===== config.mk =====
export PLATFORM = sky130hd
export DESIGN_NAME = stoch_signed_stream_im2col
export DESIGN_NICKNAME = d
export VERILOG_FILES = /design/src/rtl/stoch_im2col_pkg.sv /design/src/rtl/stoch_signed_row_patch.sv /design/src/rtl/stoch_signed_stream_im2col.sv
export SDC_FILE = /design/constraint.sdc
export NUM_CORES = 1
export LEC_CHECK = 0
export CAP_MARGIN = 10
export CELL_PAD_IN_SITES_DETAIL_PLACEMENT = 0
export CELL_PAD_IN_SITES_GLOBAL_PLACEMENT = 2
export CORE_AREA = 2 2 285 287
export DETAILED_ROUTE_END_ITERATION = 8
export DIE_AREA = 0 0 287 289
export PLACE_DENSITY_LB_ADDON = 0.3
export SYNTH_ARGS = -nofsm -noshare
export SYNTH_HDL_FRONTEND = slang
export SYNTH_SLANG_ARGS = --single-unit

===== constraint.sdc =====
create_clock -name CLK -period 3.1 [get_ports CLK]
set_clock_uncertainty 0.1 [all_clocks]
set_input_delay 0.775 -clock CLK [delete_from_list [all_inputs] [get_ports CLK]]
set_output_delay 0.775 -clock CLK [all_outputs]
set_load 0.01 [all_outputs]

===== src/rtl/stoch_im2col_pkg.sv =====
// rtl/stoch_im2col_pkg.sv - shared types and helpers for the streaming signed im2col
// Purpose: row-kind enum, signed-bitstream zero constant, output-size and patch-index helpers.
// Ports: none (package).
package stoch_im2col_pkg;

  // Classification of the padded row currently at the head of the stream.
  typedef enum logic [1:0] {
    ROW_TOP_PAD,
    ROW_IMAGE,
    ROW_BOT_PAD
  } row_kind_t;

  // {p, m} pair for a stochastic zero: neither stream fires.
  localparam logic [1:0] SBIT_ZERO = 2'b00;

  function automatic int out_dim(input int in_sz, input int pad, input int k, input int stride);
    return (in_sz + 2 * pad - k) / stride + 1;
  endfunction

  // Bit position of (kernel row, kernel col, channel) inside one patch.
  function automatic int col_idx(input int kr, input int kc, input int ch, input int kh, input int kw);
    return kc + kr * kw + ch * kh * kw;
  endfunction

endpackage


===== src/rtl/stoch_signed_row_patch.sv =====
// rtl/stoch_signed_row_patch.sv - combinational patch extraction from a KERNEL_H-row window
// Purpose: builds OUT_W horizontally padded, strided patches from the line window.
// Ports: win_p/win_m   window rows, index 0 = oldest row
//        patch_p/patch_m OUT_W patches of COL_WIDTH bits each
module stoch_signed_row_patch
  import stoch_im2col_pkg::*;
#(
  parameter int IM_WIDTH  = 12,
  parameter int CHANNELS  = 3,
  parameter int KERNEL_H  = 3,
  parameter int KERNEL_W  = 3,
  parameter int PAD_W     = 1,
  parameter int STRIDE_W  = 1,
  parameter int OUT_W     = out_dim(IM_WIDTH, PAD_W, KERNEL_W, STRIDE_W),
  parameter int COL_WIDTH = KERNEL_H * KERNEL_W * CHANNELS
) (
  input  logic [KERNEL_H-1:0][IM_WIDTH-1:0][CHANNELS-1:0] win_p,
  input  logic [KERNEL_H-1:0][IM_WIDTH-1:0][CHANNELS-1:0] win_m,
  output logic [OUT_W-1:0][COL_WIDTH-1:0]                 patch_p,
  output logic [OUT_W-1:0][COL_WIDTH-1:0]                 patch_m
);

  // Image column feeding kernel column kc of output patch c (may fall in the pad).
  function automatic int src_col(input int c, input int kc);
    return c * STRIDE_W + kc - PAD_W;
  endfunction

  always_comb begin
    patch_p = '0;
    patch_m = '0;
    for (int c = 0; c < OUT_W; c++) begin
      for (int kr = 0; kr < KERNEL_H; kr++) begin
        for (int kc = 0; kc < KERNEL_W; kc++) begin
          for (int ch = 0; ch < CHANNELS; ch++) begin
            if (src_col(c, kc) >= 0 && src_col(c, kc) < IM_WIDTH) begin
              patch_p[c][col_idx(kr, kc, ch, KERNEL_H, KERNEL_W)] = win_p[kr][src_col(c, kc)][ch];
              patch_m[c][col_idx(kr, kc, ch, KERNEL_H, KERNEL_W)] = win_m[kr][src_col(c, kc)][ch];
            end else begin
              {patch_p[c][col_idx(kr, kc, ch, KERNEL_H, KERNEL_W)],
               patch_m[c][col_idx(kr, kc, ch, KERNEL_H, KERNEL_W)]} = SBIT_ZERO;
            end
          end
        end
      end
    end
  end

endmodule


===== src/rtl/stoch_signed_stream_im2col.sv =====
// rtl/stoch_signed_stream_im2col.sv - row-serial im2col for p/m stochastic bitstreams
// Purpose: keeps a KERNEL_H-row line window, injects top/bottom zero rows, emits one
//          registered row of OUT_W patches per output beat.
// Ports: CLK, RST (sync, active-high)
//        in_valid/in_ready, in_row_p/in_row_m   one image row per accepted beat
//        out_valid/out_ready, out_p/out_m        one output row of patches
//        out_row, out_last                       output row index, final-row flag
module stoch_signed_stream_im2col
  import stoch_im2col_pkg::*;
#(
  parameter int IM_HEIGHT = 12,
  parameter int IM_WIDTH  = 12,
  parameter int CHANNELS  = 3,
  parameter int KERNEL_H  = 3,
  parameter int KERNEL_W  = 3,
  parameter int PAD_H     = 1,
  parameter int PAD_W     = 1,
  parameter int STRIDE_H  = 1,
  parameter int STRIDE_W  = 1,
  localparam int OUT_H     = out_dim(IM_HEIGHT, PAD_H, KERNEL_H, STRIDE_H),
  localparam int OUT_W     = out_dim(IM_WIDTH, PAD_W, KERNEL_W, STRIDE_W),
  localparam int COL_WIDTH = KERNEL_H * KERNEL_W * CHANNELS,
  localparam int ROW_W     = (OUT_H > 1) ? $clog2(OUT_H) : 1
) (
  input  logic                                 CLK,
  input  logic                                 RST,
  input  logic                                 in_valid,
  output logic                                 in_ready,
  input  logic [IM_WIDTH-1:0][CHANNELS-1:0]    in_row_p,
  input  logic [IM_WIDTH-1:0][CHANNELS-1:0]    in_row_m,
  output logic                                 out_valid,
  input  logic                                 out_ready,
  output logic [OUT_W-1:0][COL_WIDTH-1:0]      out_p,
  output logic [OUT_W-1:0][COL_WIDTH-1:0]      out_m,
  output logic [ROW_W-1:0]                     out_row,
  output logic                                 out_last
);

  localparam int PH_TOT = IM_HEIGHT + 2 * PAD_H;
  localparam int PW     = $clog2(PH_TOT + 1);
  localparam int OW     = $clog2(OUT_H + 1);
  localparam int SW     = (STRIDE_H > 1) ? $clog2(STRIDE_H) : 1;

  typedef logic [IM_WIDTH-1:0][CHANNELS-1:0] row_t;
  typedef logic [KERNEL_H-1:0][IM_WIDTH-1:0][CHANNELS-1:0] win_t;

  logic [PW-1:0] prow, prow_nxt;  // padded row index of the next row to shift in
  logic [OW-1:0] orow, orow_nxt;  // next output row index within the frame
  logic [SW-1:0] sph, sph_nxt;    // vertical stride phase once the window is full
  win_t          win_p, win_m, nwin_p, nwin_m;
  row_t          new_p, new_m;
  row_kind_t     kind;
  logic          advance, shift, produce;
  logic [OUT_W-1:0][COL_WIDTH-1:0] patch_p, patch_m;

  always_comb begin
    kind = ROW_IMAGE;
    if (int'(prow) < PAD_H) begin
      kind = ROW_TOP_PAD;
    end else if (int'(prow) >= PAD_H + IM_HEIGHT) begin
      kind = ROW_BOT_PAD;
    end

    advance  = !out_valid || out_ready;
    in_ready = !RST && advance && (kind == ROW_IMAGE);
    // Pad rows need no handshake; image rows wait for a beat.
    shift    = !RST && advance && ((kind != ROW_IMAGE) || in_valid);

    new_p = (kind == ROW_IMAGE) ? in_row_p : '0;
    new_m = (kind == ROW_IMAGE) ? in_row_m : '0;
    // Newest row enters at the top index, everything else moves one step older.
    nwin_p = {new_p, win_p[KERNEL_H-1:1]};
    nwin_m = {new_m, win_m[KERNEL_H-1:1]};

    // orow saturates at OUT_H, which suppresses output for trailing unused rows.
    produce = shift && (int'(prow) >= KERNEL_H - 1) && (sph == '0) && (int'(orow) < OUT_H);

    prow_nxt = prow;
    orow_nxt = orow;
    sph_nxt  = sph;
    if (shift) begin
      if (int'(prow) == PH_TOT - 1) begin
        prow_nxt = '0;
        orow_nxt = '0;
        sph_nxt  = '0;
      end else begin
        prow_nxt = prow + 1'b1;
        if (int'(prow) >= KERNEL_H - 1) begin
          sph_nxt = (int'(sph) == STRIDE_H - 1) ? '0 : sph + 1'b1;
          if (produce) begin
            orow_nxt = orow + 1'b1;
          end
        end
      end
    end
  end

  // Patches are taken from the post-shift window so the output lands one cycle after the shift.
  stoch_signed_row_patch #(
    .IM_WIDTH (IM_WIDTH),
    .CHANNELS (CHANNELS),
    .KERNEL_H (KERNEL_H),
    .KERNEL_W (KERNEL_W),
    .PAD_W    (PAD_W),
    .STRIDE_W (STRIDE_W),
    .OUT_W    (OUT_W),
    .COL_WIDTH(COL_WIDTH)
  ) u_patch (
    .win_p  (nwin_p),
    .win_m  (nwin_m),
    .patch_p(patch_p),
    .patch_m(patch_m)
  );

  always_ff @(posedge CLK) begin
    if (RST) begin
      prow      <= '0;
      orow      <= '0;
      sph       <= '0;
      win_p     <= '0;
      win_m     <= '0;
      out_valid <= 1'b0;
      out_last  <= 1'b0;
      out_row   <= '0;
      out_p     <= '0;
      out_m     <= '0;
    end else begin
      prow <= prow_nxt;
      orow <= orow_nxt;
      sph  <= sph_nxt;
      if (shift) begin
        win_p <= nwin_p;
        win_m <= nwin_m;
      end
      if (produce) begin
        out_valid <= 1'b1;
        out_p     <= patch_p;
        out_m     <= patch_m;
        out_row   <= orow[ROW_W-1:0];
        out_last  <= (int'(orow) == OUT_H - 1);
      end else if (out_ready) begin
        out_valid <= 1'b0;
        out_last  <= 1'b0;
      end
    end
  end

endmodule

==> impl_results.md, run 1 <==
* Status: finished, final reports clean
* Hold Path Stages at 2
* Slowest stage delay, CP at 0.53 ns
* Worst Setup End Kind: output port
* Buf+Inv Stages, Crit Path at 1
* Layout cells sized above 1 at 5.18%
* Critical path arrival at 1.88 ns
* Starting DRT DRC Count at 730
* RSZ-0062 raised after global routing: no
* Die Ht at 289 um
* GPL Wtd Cong at 0.740
* Sequential fraction of the synthesis area at 43.6%
* Final Net Count at 2419
* PortBufs at 694
* Clock power share at 45.9%
* Pin count of the biggest net entering global routing at ~170
* Post-layout min period at between 2 and 3 ns
* Synth-to-Final Area Change at 37.8%
* Register bit total from synthesis at 374
* Die ar. at 82900 um^2
* Setup Fix Bufs, Post-CTS at 0
* Slew Limit Fails at 0
* Dominant synthesized flop cell: dfxtp_1
* Worst Max-Slew Pin Slew at 0.893 ns
* Crit-path max FO at 10
* PwrDens at 489 nW/um^2
* Via/cell ratio at about 4.4
* FF-to-FF path depth at 6
* Clock sink total at 374
* CTS tree: done
* Setup WS pre-CTS at 0.106 ns
* Synth top area share at between 40% and 50%
* Final hold viol count at 0
* Fin crit share at 89.0%
* CP top delay family: simple AND/OR/NAND/NOR gates
* Root Buffer: clkbuf_16
* Post-placement cell area at between 20000 and 25000 um^2
* Gr ovfl total at 0
* FILL cells at 8498
* Post-synth top cells: 441 x buf_4, 374 x dfxtp_1, 335 x o21ai_0, 224 x a21oi_1, 223 x nand3_1
* Worst setup margin at around 0.34 ns
* Relative slew slack at 40.5%
* Routed len/inst at 19.2 um
* Gr usage total at ~15%
* Core area at 79900 um^2
* Clk buf depth at 3
* HP Start: nwin_p[2]$_SDFFE_PP0P_
* Max-cap check violation count at 0
* Worst-path clk slew at 0.05 ns
* Die Wd at ~290 um
* Drt first pass iters at 5
* Synth area leader: dfxtp_1
* Syn Area/Cell at 8.02 um^2
* Routed wire length at 66000 um
* Cell with the most instances after synthesis: buf_4
* Antenna violations before repair at 6
* Crit path required time at 2.22 ns
* Minimum hold slack at 0.349 ns
* First-pass GRT wire length at between 90000 and 100000 um
* Via Count at roughly 15000
* Slowest-stage cell, CP: nor4_2
* Leading post-synthesis cells by cell area: dfxtp_1 44%, buf_4 19%, o21ai_0 9.8%
* Initial Util at 21.5%
* Post-layout util at 29.6%
* Beginning of the critical path: prow[3]$_SDFFE_PP0P_
* Final ANT Viol Nets at 0
* EDFF count, synth at 0
* Sw power at around 3.1 mW
* IO Pins at between 700 and 800
* Internal power at 8.52 mW
* Number of synthesis warnings at 0
* Synthesized area at roughly 17000 um^2
* Worst-case vdd ir drop at approximately 0.24 mV
* Sw frac at 26.4%
* Worst Hold Class: reg2reg
* Fmax at 0.363 GHz
* Num CTS Buffers at 45
* Final setup viols at 0
* Sequential share of power at 44.2%
* Power Total at 11.6 mW
* Worst-Skew Late Latency at about 0.57 ns
* Worst r2r src: prow[3]$_SDFFE_PP0P_
* Comb power frac at 9.9%
* H-tree lvl count at 2
* Worst path depth at 3
* Synth cell types at 40
* Cells after DPL at 3355
* DRC at 0
* Setup TNS at 0 ns
* Post-DP HPWL at 44800 um
* Row Count at 104
* CP startpoint kind: flop
* Critical path class: reg2out
* Crit-path cells: nor4_2, nor4_1, dlygate4sd2_1
* Final Cell Area at 23700 um^2
* Synthesized instance count at 2142
* Ys async rst share at 0%
* Vias in the first global route at 14400
* Leak at 7.55 nW
* Non-filler instance count after layout at 3438
[area by class of cell]
class	count	area, um^2	share of cell area [%]
inverters	8	35.0	0.148
diodes	2	5.00	0.0212
repair buffers	737	7520	31.8
clock inverters	7	71.3	0.301
clock buffers	74	1420	5.99
flip-flops and latches	374	7490	31.6
well taps	1060	1330	5.61
multi-input cells	1176	5800	24.5
[tightest hold or removal path: stages (launching register included)]
cell	delay (ns)
dfxtp_1	0.31
nand2_1	0.05
o21ai_1	0.05
[registers in the layout (all words and copies together), names as in the netlist]
| signal | cells |
|---|---|
| nwin_m | 72 |
| nwin_p | 72 |
| orow | 4 |
| out_last | 1 |
| out_m | 108 |
| out_p | 108 |
| out_row | 4 |
| out_valid | 1 |
| prow | 4 |
[cells in the final DEF (no fill, tap or decap), types with 13 or more instances in the layout]
cell | netlist | layout
o21ai_1 | 28 | 28
dfxtp_1 | 374 | 374
clkbuf_8 | 0 | 14
clkbuf_1 | 157 | 13
nand2_1 | 219 | 219
buf_4 | 441 | 24
a21oi_1 | 224 | 224
o21ai_0 | 335 | 335
nand4_1 | 74 | 74
clkdlybuf4s50_1 | 0 | 691
nand3_1 | 223 | 222
clkbuf_16 | 0 | 47
buf_12 | 0 | 20
conb_1 | 1 | 36
[power groups by stage]
| stage | Sequential (mW) | Combinational (mW) | Clock (mW) |
|---|---|---|---|
| after floorplan | 5.17 | 0.689 | 0 |
| after global placement | 5.22 | 1.17 | 0 |
| after detailed placement | 5.23 | 1.17 | 0 |
| after CTS | 5.12 | 1.17 | 5.50 |
| after global routing | 5.14 | 1.26 | 5.70 |
| final | 5.12 | 1.15 | 5.31 |
[cell families (layout without fill, tap and decap cells)]
kind of cell | after synthesis | count (layout) | synth area share [%]
buffers and inverters | 627 | 826 | 23.6
AOI/OAI and AO/OA | 601 | 601 | 17.9
and+or+nand+nor | 536 | 536 | 14.7
DFF | 374 | 374 | 43.6
adders and majority gates | 1 | 1 | 0.0728
other | 1 | 38 | 0.0218
xor gates and xnor gates | 1 | 1 | 0.0510
muxes | 1 | 1 | 0.0583
[what timing repair did]
action | in CTS | in global routing
setup endpoints to repair | 1 | 0
gates resized for setup | 3 | 0
hold buffers | 0 | 0
[per-layer routing]
| layer | vias up | global-route usage, % | wire, um | part of all wire, % |
|---|---|---|---|---|
| li1 | 7253 | - | - | - |
| met1 | 7280 | 18.6 | 28200 | 43 |
| met2 | 495 | 26.5 | 33100 | 50 |
| met3 | 72 | 2.82 | 3330 | 5.0 |
| met4 | 8 | 3.83 | 1370 | 2.1 |
| met5 | - | 0 | 54 | 0.082 |
[worst paths after layout]
check                            endpoint  slack, ns
setup / recovery                 in_ready       0.34
setup reg to reg  nwin_m[48]$_SDFFE_PP0P_       0.76
hold / removal     nwin_p[2]$_SDFFE_PP0P_       0.35
hold reg to reg    nwin_p[2]$_SDFFE_PP0P_       0.35
Note: power is estimated with default switching activity, not from simulation.
==> inputs of run 2 (changes only) <==
--- a/config.mk
+++ b/config.mk
@@ -14,2 +14,3 @@
 export PLACE_DENSITY_LB_ADDON = 0.3
+export SLEW_MARGIN = 20
 export SYNTH_ARGS = -nofsm -noshare
==> constraint.sdc (replaced) <==
create_clock -name CLK -period 3.1 [get_ports CLK]
set_clock_uncertainty 0.1 [all_clocks]
set_input_delay 0.465 -clock CLK [delete_from_list [all_inputs] [get_ports CLK]]
set_output_delay 0.465 -clock CLK [all_outputs]
set_load 0.01 [all_outputs]
==> run 2 against run 1 <==
  * Sequential cell count is the same
  * Largest power group unchanged
  * Non-clock buffer count fell by 9
  * Combinational power about the same
  * Hold slack got worse by 0.19 ns
  * Utilization decreased by 0.10 points
  * Critical endpoint unchanged
  * First-iteration DRC count is 7.1% higher
==> impl_results.md, run 2 (synthesized netlist as in run 1, its figures left out) <==
* Min-Delay Endpoint: prow[1]$_SDFFE_PP0P_ (was nwin_p[2]$_SDFFE_PP0P_)
* Worst-Skew Late Latency at 0.57 ns (about the same)
* R2r endpoint: nwin_p[37]$_SDFFE_PP0P_ (was nwin_m[48]$_SDFFE_PP0P_)
* FF+latch area at 7490 um^2 (unchanged)
* Final setup viols at 0 (unchanged)
* Gr usage total at 15.0% (about the same)
* Commonest cells after routing, fill and taps aside: 692 x clkdlybuf4s50_1, 374 x dfxtp_1, 335 x o21ai_0 (was 691 x clkdlybuf4s50_1, 374 x dfxtp_1, 335 x o21ai_0)
* Row Count at 104 (unchanged)
* Starting DRT DRC Count at 782 (was 730)
* Routed len/inst at 19.3 um (was 19.2 um)
* Clock sink total at 374 (unchanged)
* Inserted Diodes at 0 (was 2)
* Worst Max-Slew Pin Slew at 0.881 ns (was 0.893 ns)
* Root Buffer: clkbuf_16 (unchanged)
* Final Net Count at 2411 (was 2419)
* Core area at 79900 um^2 (unchanged)
* Routed wire length at 66400 um (was 66000 um)
* Synth-to-Final Area Change at 37.3% (was 37.8%)
* FILL cells at 8537 (was 8498)
* Die Wd at 287 um (unchanged)
* GPL Wtd Cong at 0.723 (was 0.740)
* Crit-path max FO at 11 (was 10)
* Post-layout util at 29.5% (was 29.6%)
* Fin crit share at 90.5% (was 89.0%)
* H-tree lvl count at 2 (unchanged)
* Hold Path Stages at 2 (unchanged)
* Crit path required time at 2.53 ns (was 2.22 ns)
* Via/cell ratio at 4.42 (was 4.39)
* Final ANT Viol Nets at 0 (unchanged)
* Initial Util at 21.5% (unchanged)
* Max-cap check violation count at 0 (unchanged)
* Final hold viol count at 0 (unchanged)
* Setup TNS at 0 ns (unchanged)
* Vias in the first global route at 14500 (was 14400)
* HP Start: RST (was nwin_p[2]$_SDFFE_PP0P_)
* Relative slew slack at 41.3% (was 40.5%)
* Status: finished, final reports clean (unchanged)
* DRC at 0 (unchanged)
* First-pass GRT wire length at 96100 um (was 95600 um)
* Most common cell after layout, fill and taps aside: clkdlybuf4s50_1 (unchanged)
* PwrDens at 499 nW/um^2 (was 489 nW/um^2)
* Slew Limit Fails at 0 (unchanged)
* Gr ovfl total at 0 (unchanged)
* Critical path class: reg2out (unchanged)
* RSZ-0062 raised after global routing: no (unchanged)
* Pin count of the biggest net entering global routing at 129 (was 171)
* Die Ht at 289 um (unchanged)
* Critical path arrival at 2.24 ns (was 1.88 ns)
* Worst-case vdd ir drop at 0.290 mV (was 0.245 mV)
* Layout cells sized above 1 at 4.77% (was 5.18%)
* Area of the multi-input gates at 5800 um^2 (unchanged)
* FF-to-FF path depth at 6 (unchanged)
* Via Count at 15200 (was 15100)
* Largest regs: out_m: 108 flops, out_p: 108 flops (unchanged)
* Drt first pass iters at 5 (unchanged)
* Buf+Inv Stages, Crit Path at 1 (unchanged)
* Crit-path cells: o211a_1, nor4_1, clkdlybuf4s50_1 (was nor4_2, nor4_1, dlygate4sd2_1)
* Minimum hold slack at 0.157 ns (was 0.349 ns)
* Die ar. at 82900 um^2 (unchanged)
* IO Pins at 731 (unchanged)
* R2R Setup Slk at 0.60 ns (was 0.76 ns)
* Worst Hold Class: in2reg (was reg2reg)
* Leak at 7.51 nW (was 7.55 nW)
* Num CTS Buffers at 46 (was 45)
* CP startpoint kind: flop (unchanged)
* Worst-path clk slew at 0.07 ns (was 0.05 ns)
* Post-DP HPWL at 44900 um (was 44800 um)
* Post-cts hold buffer count at 0 (unchanged)
* Worst r2r src: prow[3]$_SDFFE_PP0P_ (unchanged)
* Slowest-stage cell, CP: clkdlybuf4s50_1 (was nor4_2)
* Clk buf depth at 3 (unchanged)
* Antenna violations before repair at 6 (unchanged)
* PortBufs at 694 (unchanged)
* CTS tree: done (unchanged)
* Post-layout min period at 2.81 ns (was 2.76 ns)
* Fmax at 0.356 GHz (was 0.363 GHz)
* Slowest stage delay, CP at 0.64 ns (was 0.53 ns)
* CP top delay family: buffers and inverters (was simple AND/OR/NAND/NOR gates)
* Worst Setup End Kind: output port (unchanged)
==> run 2: changes by cell type in the layout (fill, tap and decap cells not counted), moves of 2 or more <==
| cell | delta |
|---|---|
| clkinv_4 | -2 |
| clkbuf_16 | +2 |
| diode_2 | -2 |
| clkinvlp_4 | +2 |
| clkbuf_1 | +4 |
| clkbuf_8 | -6 |
| clkinv_2 | +2 |
| buf_12 | -5 |
| buf_4 | -4 |
| bufinv_16 | +2 |
==> run 2: how the worst max path moves through the flow <==
stage	start	to	slack, ns	cells past startpoint
detailed placement	out_ready	out_m[44]$_SDFFE_PP0P_	0.50	6
global route	prow[1]$_SDFFE_PP0P_	in_ready	0.16	3
floorplan	prow[3]$_SDFFE_PP0P_	nwin_p[36]$_SDFFE_PP0P_	0.91	8
finish	prow[1]$_SDFFE_PP0P_	in_ready	0.29	3
CTS	prow[3]$_SDFFE_PP0P_	in_ready	0.02	3
global placement	out_ready	nwin_p[44]$_SDFFE_PP0P_	0.54	7
==> run 2: cell type report <==
type / instances / share of cell area, %
Sequential cell: 374 / 31.8
Multi-Input combinational cell: 1176 / 24.6
Clock inverter: 11 / 0.589
Inverter: 8 / 0.149
Clock buffer: 74 / 5.94
Timing Repair Buffer: 728 / 31.4
Tap cell: 1060 / 5.63
==> run 2: per-stage QoR <==
stage / total power [mW] / area, um^2 / cells / setup slack (ns)
6_report: 11.8 / 23600 / 3431 / 0.294
5_1_grt: 12.3 / 23600 / 3431 / 0.160
4_1_cts: 12.0 / 23600 / 3431 / 0.0198
3_5_place_dp: 6.38 / 22000 / 3346 / 0.500
3_3_place_gp: 6.37 / 22000 / 3346 / 0.542
2_1_floorplan: 5.86 / 17300 / 2177 / 0.914
==> run 2: what timing repair did <==
item,in CTS,in global routing
gates resized for setup,0,1
buffers inserted,0,0
endpoints found under the setup margin,0,1
==> run 2: power by group <==
part	total [mW]	internal (mW)	switching [mW]
clock	5.53	3.34	2.19
sequential	5.12	4.98	0.144
combinational	1.12	0.335	0.787
==> run 2: routing by layer <==
metal  track usage (%)  up-vias  part of all wire, %
li1                  -     7265                    -
met1              18.7     7338                   42
met2              26.6      474                   51
met3              2.55       84                  4.8
met4              4.11       10                  2.4
met5                 0        -                0.090
